[src/rtl/key_pkg.sv]
// Shared definitions for the key sequence lock: FSM state encoding,
// default timing constants (50 MHz clock) and a small counter helper.
package key_pkg;

  typedef enum logic [2:0] {
    ST_IDLE    = 3'd0,
    ST_ENTRY   = 3'd1,
    ST_CHECK   = 3'd2,
    ST_OPEN    = 3'd3,
    ST_LOCKOUT = 3'd4
  } state_e;

  localparam logic [7:0]  DEF_CODE        = 8'b00_01_10_11;
  localparam logic [27:0] DEF_TIMEOUT_CYC = 28'd250_000_000;  // 5 s
  localparam logic [27:0] DEF_OPEN_CYC    = 28'd150_000_000;  // 3 s
  localparam logic [31:0] DEF_LOCK_CYC    = 32'd1_500_000_000; // 30 s
  localparam logic [1:0]  DEF_MAX_FAIL    = 2'd3;

  // Increment a fail counter, saturating at max_val instead of wrapping.
  function automatic logic [1:0] sat_inc(input logic [1:0] val,
                                         input logic [1:0] max_val);
    logic [1:0] res;
    if (val >= max_val) begin
      res = max_val;
    end else begin
      res = val + 2'd1;
    end
    return res;
  endfunction

endpackage

[src/rtl/key_onehot_enc.sv]
// Valid-press detector: a press is valid only when exactly one key bit is
// set; the position of that bit is returned as the key index.
module key_onehot_enc (
  input  logic [3:0] key_i,
  output logic       valid_o,
  output logic [1:0] idx_o
);

  // Accept exactly one set bit and encode its position
  always_comb begin
    valid_o = 1'b0;
    idx_o   = 2'd0;
    case (key_i)
      4'b0001: begin valid_o = 1'b1; idx_o = 2'd0; end
      4'b0010: begin valid_o = 1'b1; idx_o = 2'd1; end
      4'b0100: begin valid_o = 1'b1; idx_o = 2'd2; end
      4'b1000: begin valid_o = 1'b1; idx_o = 2'd3; end
      default: begin valid_o = 1'b0; idx_o = 2'd0; end
    endcase
  end

endmodule

[src/rtl/key_seq_lock.sv]
// Four-digit keypad sequence lock. Collects digits from debounced key
// pulses, checks them against CODE, opens the door for a fixed time on a
// match and locks the keypad out after MAX_FAIL consecutive failures
// (wrong code or inter-press timeout). One shared up-counter times the
// entry gap, the door-open hold and the lockout.
module key_seq_lock
  import key_pkg::*;
#(
  parameter logic [7:0]  CODE        = DEF_CODE,
  parameter logic [27:0] TIMEOUT_CYC = DEF_TIMEOUT_CYC,
  parameter logic [27:0] OPEN_CYC    = DEF_OPEN_CYC,
  parameter logic [31:0] LOCK_CYC    = DEF_LOCK_CYC,
  parameter logic [1:0]  MAX_FAIL    = DEF_MAX_FAIL
) (
  input  logic       clk,
  input  logic       rst,
  input  logic [3:0] key_pulse,
  output logic       beep,
  output logic [2:0] digit_cnt,
  output logic       unlock,
  output logic       door_open,
  output logic       err,
  output logic       locked
);

  // Last counter value of each timed interval.
  localparam logic [31:0] TIMEOUT_LAST = {4'd0, TIMEOUT_CYC} - 32'd1;
  localparam logic [31:0] OPEN_LAST    = {4'd0, OPEN_CYC} - 32'd1;
  localparam logic [31:0] LOCK_LAST    = LOCK_CYC - 32'd1;

  state_e      state_q, state_d;
  logic [31:0] timer_q, timer_d;
  logic [7:0]  digits_q, digits_d;
  logic [2:0]  cnt_q, cnt_d;
  logic [1:0]  fail_q, fail_d;
  logic        beep_q, beep_d;
  logic        unlock_q, unlock_d;
  logic        err_q, err_d;
  logic        door_open_q, door_open_d;
  logic        locked_q, locked_d;

  logic        press_valid;
  logic [1:0]  press_idx;
  logic [1:0]  fail_next;

  key_onehot_enc u_enc (
    .key_i   (key_pulse),
    .valid_o (press_valid),
    .idx_o   (press_idx)
  );

  // Next-state and registered-output decode; a press beats a timeout
  always_comb begin
    state_d     = state_q;
    timer_d     = timer_q + 32'd1;
    digits_d    = digits_q;
    cnt_d       = cnt_q;
    fail_d      = fail_q;
    beep_d      = 1'b0;
    unlock_d    = 1'b0;
    err_d       = 1'b0;
    door_open_d = door_open_q;
    locked_d    = locked_q;
    fail_next   = sat_inc(fail_q, MAX_FAIL);
    case (state_q)
      ST_IDLE: begin
        timer_d = 32'd0;
        if (press_valid) begin
          digits_d = {digits_q[5:0], press_idx};
          cnt_d    = 3'd1;
          beep_d   = 1'b1;
          state_d  = ST_ENTRY;
        end else begin
          state_d  = ST_IDLE;
        end
      end
      ST_ENTRY: begin
        if (press_valid) begin
          digits_d = {digits_q[5:0], press_idx};
          cnt_d    = cnt_q + 3'd1;
          beep_d   = 1'b1;
          timer_d  = 32'd0;
          if (cnt_q == 3'd3) begin
            state_d = ST_CHECK;
          end else begin
            state_d = ST_ENTRY;
          end
        end else if (timer_q == TIMEOUT_LAST) begin
          err_d   = 1'b1;
          fail_d  = fail_next;
          cnt_d   = 3'd0;
          timer_d = 32'd0;
          if (fail_next == MAX_FAIL) begin
            state_d  = ST_LOCKOUT;
            locked_d = 1'b1;
          end else begin
            state_d  = ST_IDLE;
          end
        end else begin
          state_d = ST_ENTRY;
        end
      end
      ST_CHECK: begin
        timer_d = 32'd0;
        cnt_d   = 3'd0;
        if (digits_q == CODE) begin
          unlock_d    = 1'b1;
          door_open_d = 1'b1;
          fail_d      = 2'd0;
          state_d     = ST_OPEN;
        end else begin
          err_d  = 1'b1;
          fail_d = fail_next;
          if (fail_next == MAX_FAIL) begin
            state_d  = ST_LOCKOUT;
            locked_d = 1'b1;
          end else begin
            state_d  = ST_IDLE;
          end
        end
      end
      ST_OPEN: begin
        if (timer_q == OPEN_LAST) begin
          door_open_d = 1'b0;
          timer_d     = 32'd0;
          state_d     = ST_IDLE;
        end else begin
          door_open_d = 1'b1;
        end
      end
      ST_LOCKOUT: begin
        if (timer_q == LOCK_LAST) begin
          locked_d = 1'b0;
          fail_d   = 2'd0;
          timer_d  = 32'd0;
          state_d  = ST_IDLE;
        end else begin
          locked_d = 1'b1;
        end
      end
      default: begin
        state_d     = ST_IDLE;
        timer_d     = 32'd0;
        cnt_d       = 3'd0;
        door_open_d = 1'b0;
        locked_d    = 1'b0;
      end
    endcase
  end

  // State, timer, digit store and output registers with synchronous reset
  always_ff @(posedge clk) begin
    if (rst) begin
      state_q     <= ST_IDLE;
      timer_q     <= 32'd0;
      digits_q    <= 8'd0;
      cnt_q       <= 3'd0;
      fail_q      <= 2'd0;
      beep_q      <= 1'b0;
      unlock_q    <= 1'b0;
      err_q       <= 1'b0;
      door_open_q <= 1'b0;
      locked_q    <= 1'b0;
    end else begin
      state_q     <= state_d;
      timer_q     <= timer_d;
      digits_q    <= digits_d;
      cnt_q       <= cnt_d;
      fail_q      <= fail_d;
      beep_q      <= beep_d;
      unlock_q    <= unlock_d;
      err_q       <= err_d;
      door_open_q <= door_open_d;
      locked_q    <= locked_d;
    end
  end

  assign beep      = beep_q;
  assign digit_cnt = cnt_q;
  assign unlock    = unlock_q;
  assign door_open = door_open_q;
  assign err       = err_q;
  assign locked    = locked_q;

endmodule

[config.mk]
export PLATFORM = sky130hd
export DESIGN_NAME = key_seq_lock
export DESIGN_NICKNAME = d
export VERILOG_FILES = /design/src/rtl/key_pkg.sv /design/src/rtl/key_onehot_enc.sv /design/src/rtl/key_seq_lock.sv
export SDC_FILE = /design/constraint.sdc
export NUM_CORES = 1
export LEC_CHECK = 0
export CORE_ASPECT_RATIO = 0.9
export CORE_MARGIN = 3
export CORE_UTILIZATION = 61
export CTS_BUF_LIST = sky130_fd_sc_hd__clkbuf_4 sky130_fd_sc_hd__clkbuf_8
export CTS_CLUSTER_SIZE = 20
export DETAILED_ROUTE_END_ITERATION = 10
export HOLD_SLACK_MARGIN = 0.12
export PLACE_DENSITY = 0.81
export SLEW_MARGIN = 20
export SYNTH_ARGS = -nofsm -noshare
export SYNTH_HDL_FRONTEND = slang
export SYNTH_SLANG_ARGS = --single-unit
[constraint.sdc]
create_clock -name clk -period 3.02 [get_ports clk]
set_clock_uncertainty 0.05 [all_clocks]
set_input_delay 0.604 -clock clk [delete_from_list [all_inputs] [get_ports clk]]
set_output_delay 0.604 -clock clk [all_outputs]
set_load 0.05 [all_outputs]
======== Word-level counts from Yosys, hierarchy flattened ========
Index checks and enable logic that the tools add are counted.
storage, ports and cells
  register bits ........................... 53
  bits in latches ......................... 0
  bits in writable memories ............... 0
  ROM bits ................................ 0
  input port bits ......................... 6
  logic and storage cells ................. 97
  memories kept ........................... 0
operators by class
  $add $sub $neg .......................... 3
  multiply operators ...................... 0
  div/mod/pow operators ................... 0
  magnitude comparators ................... 1
  equality and inequality tests ........... 22
  shift-type cells ........................ 0
  muxes and demuxes ....................... 41
  bitwise logic cells ..................... 5
  reduce and logical (&&, ||, !) cells .... 15
operator list
  operator               number
  $mux 32                4
  $pmux 32 s3            1
  $eq 32x28->1 const B   2
  $add 32x1->32 const B  1
  $eq 32x31->1 const B   1
  $mux 3                 9
  $pmux 3 s5             1
  $mux 1                 14
  $ne 2x2->1 const B     7
  $mux 2                 6
  $pmux 2 s3             2
  $reduce_or 2->1        5
  $eq 3x2->1 const B     3
  $pmux 3 s3             1
  $eq 8x5->1 const B     1
  $reduce_and 4->1       2
  $reduce_and 2->1       3
  $not 1->1              5
  $eq 4x1->1 const B     1
  $eq 4x2->1 const B     1
  $eq 4x3->1 const B     1
  $eq 4x4->1 const B     1
  $pmux 1 s4             1
  $reduce_or 4->1        1
  other kinds (13)       13

======== Logic depth before layout (Yosys ltp) ========
Gate-level depths: netlist of the first run.
  word-level depth ........................ 7
  mapped depth ............................ 8

======== By module ========
A second synthesis of the first run with hierarchy kept.
unflattened totals
  cells, all modules ...................... 339
  area total of the unflattened synthesis .. 2,876.5 um^2
by module, submodules not included
  module          instances  cells an instance  area an instance (um^2)  seq. area each (um^2)
  key_seq_lock    1          332                2,825.2                  1,061.0
  key_onehot_enc  1          7                  51.3                     0.0

======== Worst setup path after synthesis of the first run ========
OpenSTA, ideal clock, no wires.
  path kind ............................... register to register
  from .................................... register timer_q[14]
  to ...................................... register timer_q[6]
  arrival time ............................ 2.143 ns
  data required time ...................... 2.855 ns
  slack ................................... 0.712 ns
  cell stages (with the launch flop) ...... 8
  cells stage by stage .................... dfxtp_1 -> or4b_1 -> or4_4 -> nor3_4 -> o22ai_2 -> a21oi_4 -> buf_6 -> nor2_1
on the way
  cells in the longest elaborated chain, start to end .. 4
RTL lines
  element                 line                 text
  start, declared         key_seq_lock.sv:32   logic [31:0] timer_q, timer_d;
  start signal, assigned  key_seq_lock.sv:166  timer_q <= timer_d;
  $eq 32x28->1            key_seq_lock.sv:88   end else if (timer_q == TIMEOUT_LAST) begin
  $mux 32                 key_seq_lock.sv:88
  $mux 32                 key_seq_lock.sv:78   if (press_valid) begin
  $pmux 32 s3 *           key_seq_lock.sv:65   case (state_q)
Every way passes the cells marked *; elsewhere a longest branch is shown, timed or not.
A chain may end at the register's enable or synchronous reset.

======== Worst setup path in the final report of the first run ========
  from .................................... register timer_q[20]
  to ...................................... register timer_q[17]
Same word-level chain as after synthesis.

==> impl_metrics.toml, run 1 <==
[global_routing]
grt_pass1_wl_microns = 8645
grt_antenna_before_repair = 0
grt_pass1_vias = 1859
grt_max_degree = 33
grt-ovfl-total = 0
grt_usage_pct = 22.22

[job]
cap_violations = 0

[pwr]
cellPowerDensity_nw_per_um2 = 420.1
vdd_drop_max_v = 0.0003239
p_leak_uw = 0.0009550
finalPower_uw = 1193

[floorplanning]
die_w_microns = 74.24
ios = 14
start_util_pct = 66.18
rows = 21
dieHeight_microns = 67.41
dieArea_sq_um = 5004
core_area_sq_um = 3862

[critical_path]
worstPathRequired_ns = 3.13
worstPathArrival_ns = 2.91
crit_path_start_kind = "register"
crit_path_end_kind = "register"
path_max_fanout = 32
critical_path_class = "reg -> reg"
ff2ff_setup_slack_ns = 0.22

[cts]
cts_hold_buf = 0
root_buffer = "clkbuf_8"
path_clk_slew_ns = 0.08
post_cts_buffers = 0
cts_buffer_depth = 2
ctsResizeCount = 0
cts_buffers = 5
clkLatencyLatePin_ns = 0.30
h-tree-depth = 2
cts_sinks = 53
cts_tree = "done"

[drt]
drt-initial-drc-count = 178
wl_per_cell_microns = 13.55
maxUsedRoutingLayer = "met4"
wl_met2_microns = 1948
firstDrtPassIters = 4
route.detailed.drc = 0
ant_nets = 0
wl_met3_microns = 374
wl_met1_microns = 2561
vias_per_cell = 5.805
drt_wl_total_microns = 4946
num_vias = 2119

[timing]
drv_slew = 0
rsz0062_at_grt = "false"
tns_ns = 0
max_freq_mhz = 356.8
period_needed_ns = 2.803
worst_slew_pin_slew_ns = 0.7914
holdWs_ns = 0.4264
worst_slack_ns = 0.2171
setup_viol = 0
finalHoldViolCount = 0
max_slew_margin_pct = 47.12
finalCritPeriodShare_pct = 92.81

[synth]
synth.top_cell.area_share_pct = 41.51
postSynthCellCount = 299
mappedNetlistArea_sq_um = 2556
ys_top_cells_by_area = "dfxtp_1 (42%), nor2_1 (8.4%), xor2_1 (6.9%)"
ys_seq_area_share_pct = 41.51
syn_avg_cell_area_sq_um = 8.549
synth_top_area_cell = "dfxtp_1"
synth_cell_types = 39
syn-num-nets = 309
ys_warn_count = 0
synth-seq-cells = 53

[placed_design]
place_area_sq_um = 2750
place_congestion = 0.9490
dp_slack_ns = 0.2263
port_buffers = 13
hpwlAfterDp_microns = 3640

[run_status]
outcome = "complete, no violations"

[layout]
areaGrowthSynthToFinish_pct = 11.11
num_antenna_cells = 0
drive_gt1_share_pct = 6.270
nets = 329
fillers = 306
design_area_sq_um = 2840

[worst_hold_path]
min_path_type = "reg -> reg"
## power by group
part	switching, uW	internal, uW	total (uW)
Combinational	49.0	34.6	83.6
Sequential	7.00	704	711
Clock	207	191	398
Total	263	930	1190
## flip-flops by register name, summed over array words and instances, names as in the netlist, 2 cells and up
name / flops
fail_q: 2
state_q: 3
digit_cnt: 3
timer_q: 32
digits_q: 8
## worst paths after layout
kind | from | to | cells after the start
hold reg to reg | locked$_SDFFE_PP0P_ | locked$_SDFFE_PP0P_ | 2
setup reg to reg | timer_q[20]$_SDFF_PP0_ | timer_q[17]$_SDFF_PP0_ | 6
setup / recovery | timer_q[20]$_SDFF_PP0_ | timer_q[17]$_SDFF_PP0_ | 6
hold / removal | locked$_SDFFE_PP0P_ | locked$_SDFFE_PP0P_ | 2
## per-stage QoR
stage	std cells	utilization [%]
finish	365	73.53
detailed placement	358	71.20
global route	365	73.53
global placement	358	71.20
CTS	365	73.53
floorplan	299	-
## layer usage
layer	GRT usage, %	vias to the layer above
li1	-	1089
met1	33.76	952
met4	6.222	0
met5	0	-
met2	30.86	71
met3	5.506	7
## cells in the mapped netlist
| master | number |
|---|---|
| nor2_1 | 57 |
| dfxtp_1 | 53 |
| nand2_1 | 23 |
| xor2_1 | 20 |
| nand3_1 | 15 |
| nor3_1 | 12 |
| xnor2_1 | 12 |
| a21oi_1 | 10 |
| nand4_1 | 10 |
| nor4_1 | 9 |
| mux2i_1 | 8 |
| nor2b_1 | 8 |
| and3_1 | 6 |
| inv_1 | 6 |
| nand2b_1 | 5 |
| a31oi_1 | 4 |
| clkbuf_1 | 4 |
| ha_1 | 4 |
| o21ai_0 | 4 |
| and4_1 | 3 |
| buf_6 | 3 |
| nor4b_1 | 3 |
| nor4bb_1 | 3 |
| a22o_1 | 2 |
| a2111oi_0 | 1 |
| a21oi_4 | 1 |
| a2bb2oi_1 | 1 |
| a32o_1 | 1 |
| a41oi_1 | 1 |
| buf_2 | 1 |
| nand4b_1 | 1 |
| nor3_4 | 1 |
| o22ai_2 | 1 |
| o32ai_1 | 1 |
| or2_2 | 1 |
| or3_1 | 1 |
| or4_1 | 1 |
| or4_4 | 1 |
| or4b_1 | 1 |
## layout by cell type (no fill, tap or decap), types with 2 or more instances in the layout
cell	synthesis	final
nand4_1	10	10
nor2_1	57	57
nor2b_1	8	8
nor4_1	9	9
dfxtp_1	53	53
and4_1	3	3
xnor2_1	12	12
nand2_1	23	23
inv_1	6	6
nand2b_1	5	5
nor4bb_1	3	3
nor4b_1	3	3
a22o_1	2	2
clkbuf_8	0	6
ha_1	4	4
a31oi_1	4	4
xor2_1	20	20
buf_4	0	8
nor3_1	12	12
a21oi_1	10	10
mux2i_1	8	8
nand3_1	15	15
clkdlybuf4s50_1	0	13
o21ai_0	4	4
and3_1	6	6
## critical path: stages, from the launching register on
cell and delay, ns:
dfxtp_1 0.38, or4b_1 0.52, or4_4 0.58, nor3_4 0.23, o22ai_2 0.12, a21oi_4 0.65, nor2_1 0.12
## cells by family after synthesis
kind of cell | Yosys count | synth area share [%]
and+or+nand+nor | 161 | 32.16
DFF | 53 | 41.51
xor gates and xnor gates | 32 | 10.96
AOI/OAI and AO/OA | 27 | 7.294
buffers and inverters | 14 | 2.985
muxes | 8 | 3.133
adders and majority gates | 4 | 1.958
## layout make-up
cell class                      count  area (sq um)  share of cell area, %
Sequential cell                    53          1061                  37.36
Tap cell                           46         57.56                  2.026
Multi-Input combinational cell    232          1419                  49.96
Inverter                            6         22.52                 0.7930
Timing Repair Buffer               21         190.2                  6.696
Clock buffer                        7         90.09                  3.172
No activity file was read; power rests on OpenSTA's default activity.
==> run 2: changes to the inputs <==
- CAP_MARGIN: not set -> 20
==> results of run 2 <==
No change in the layout: final DEF, timing and power equal those of run 1.
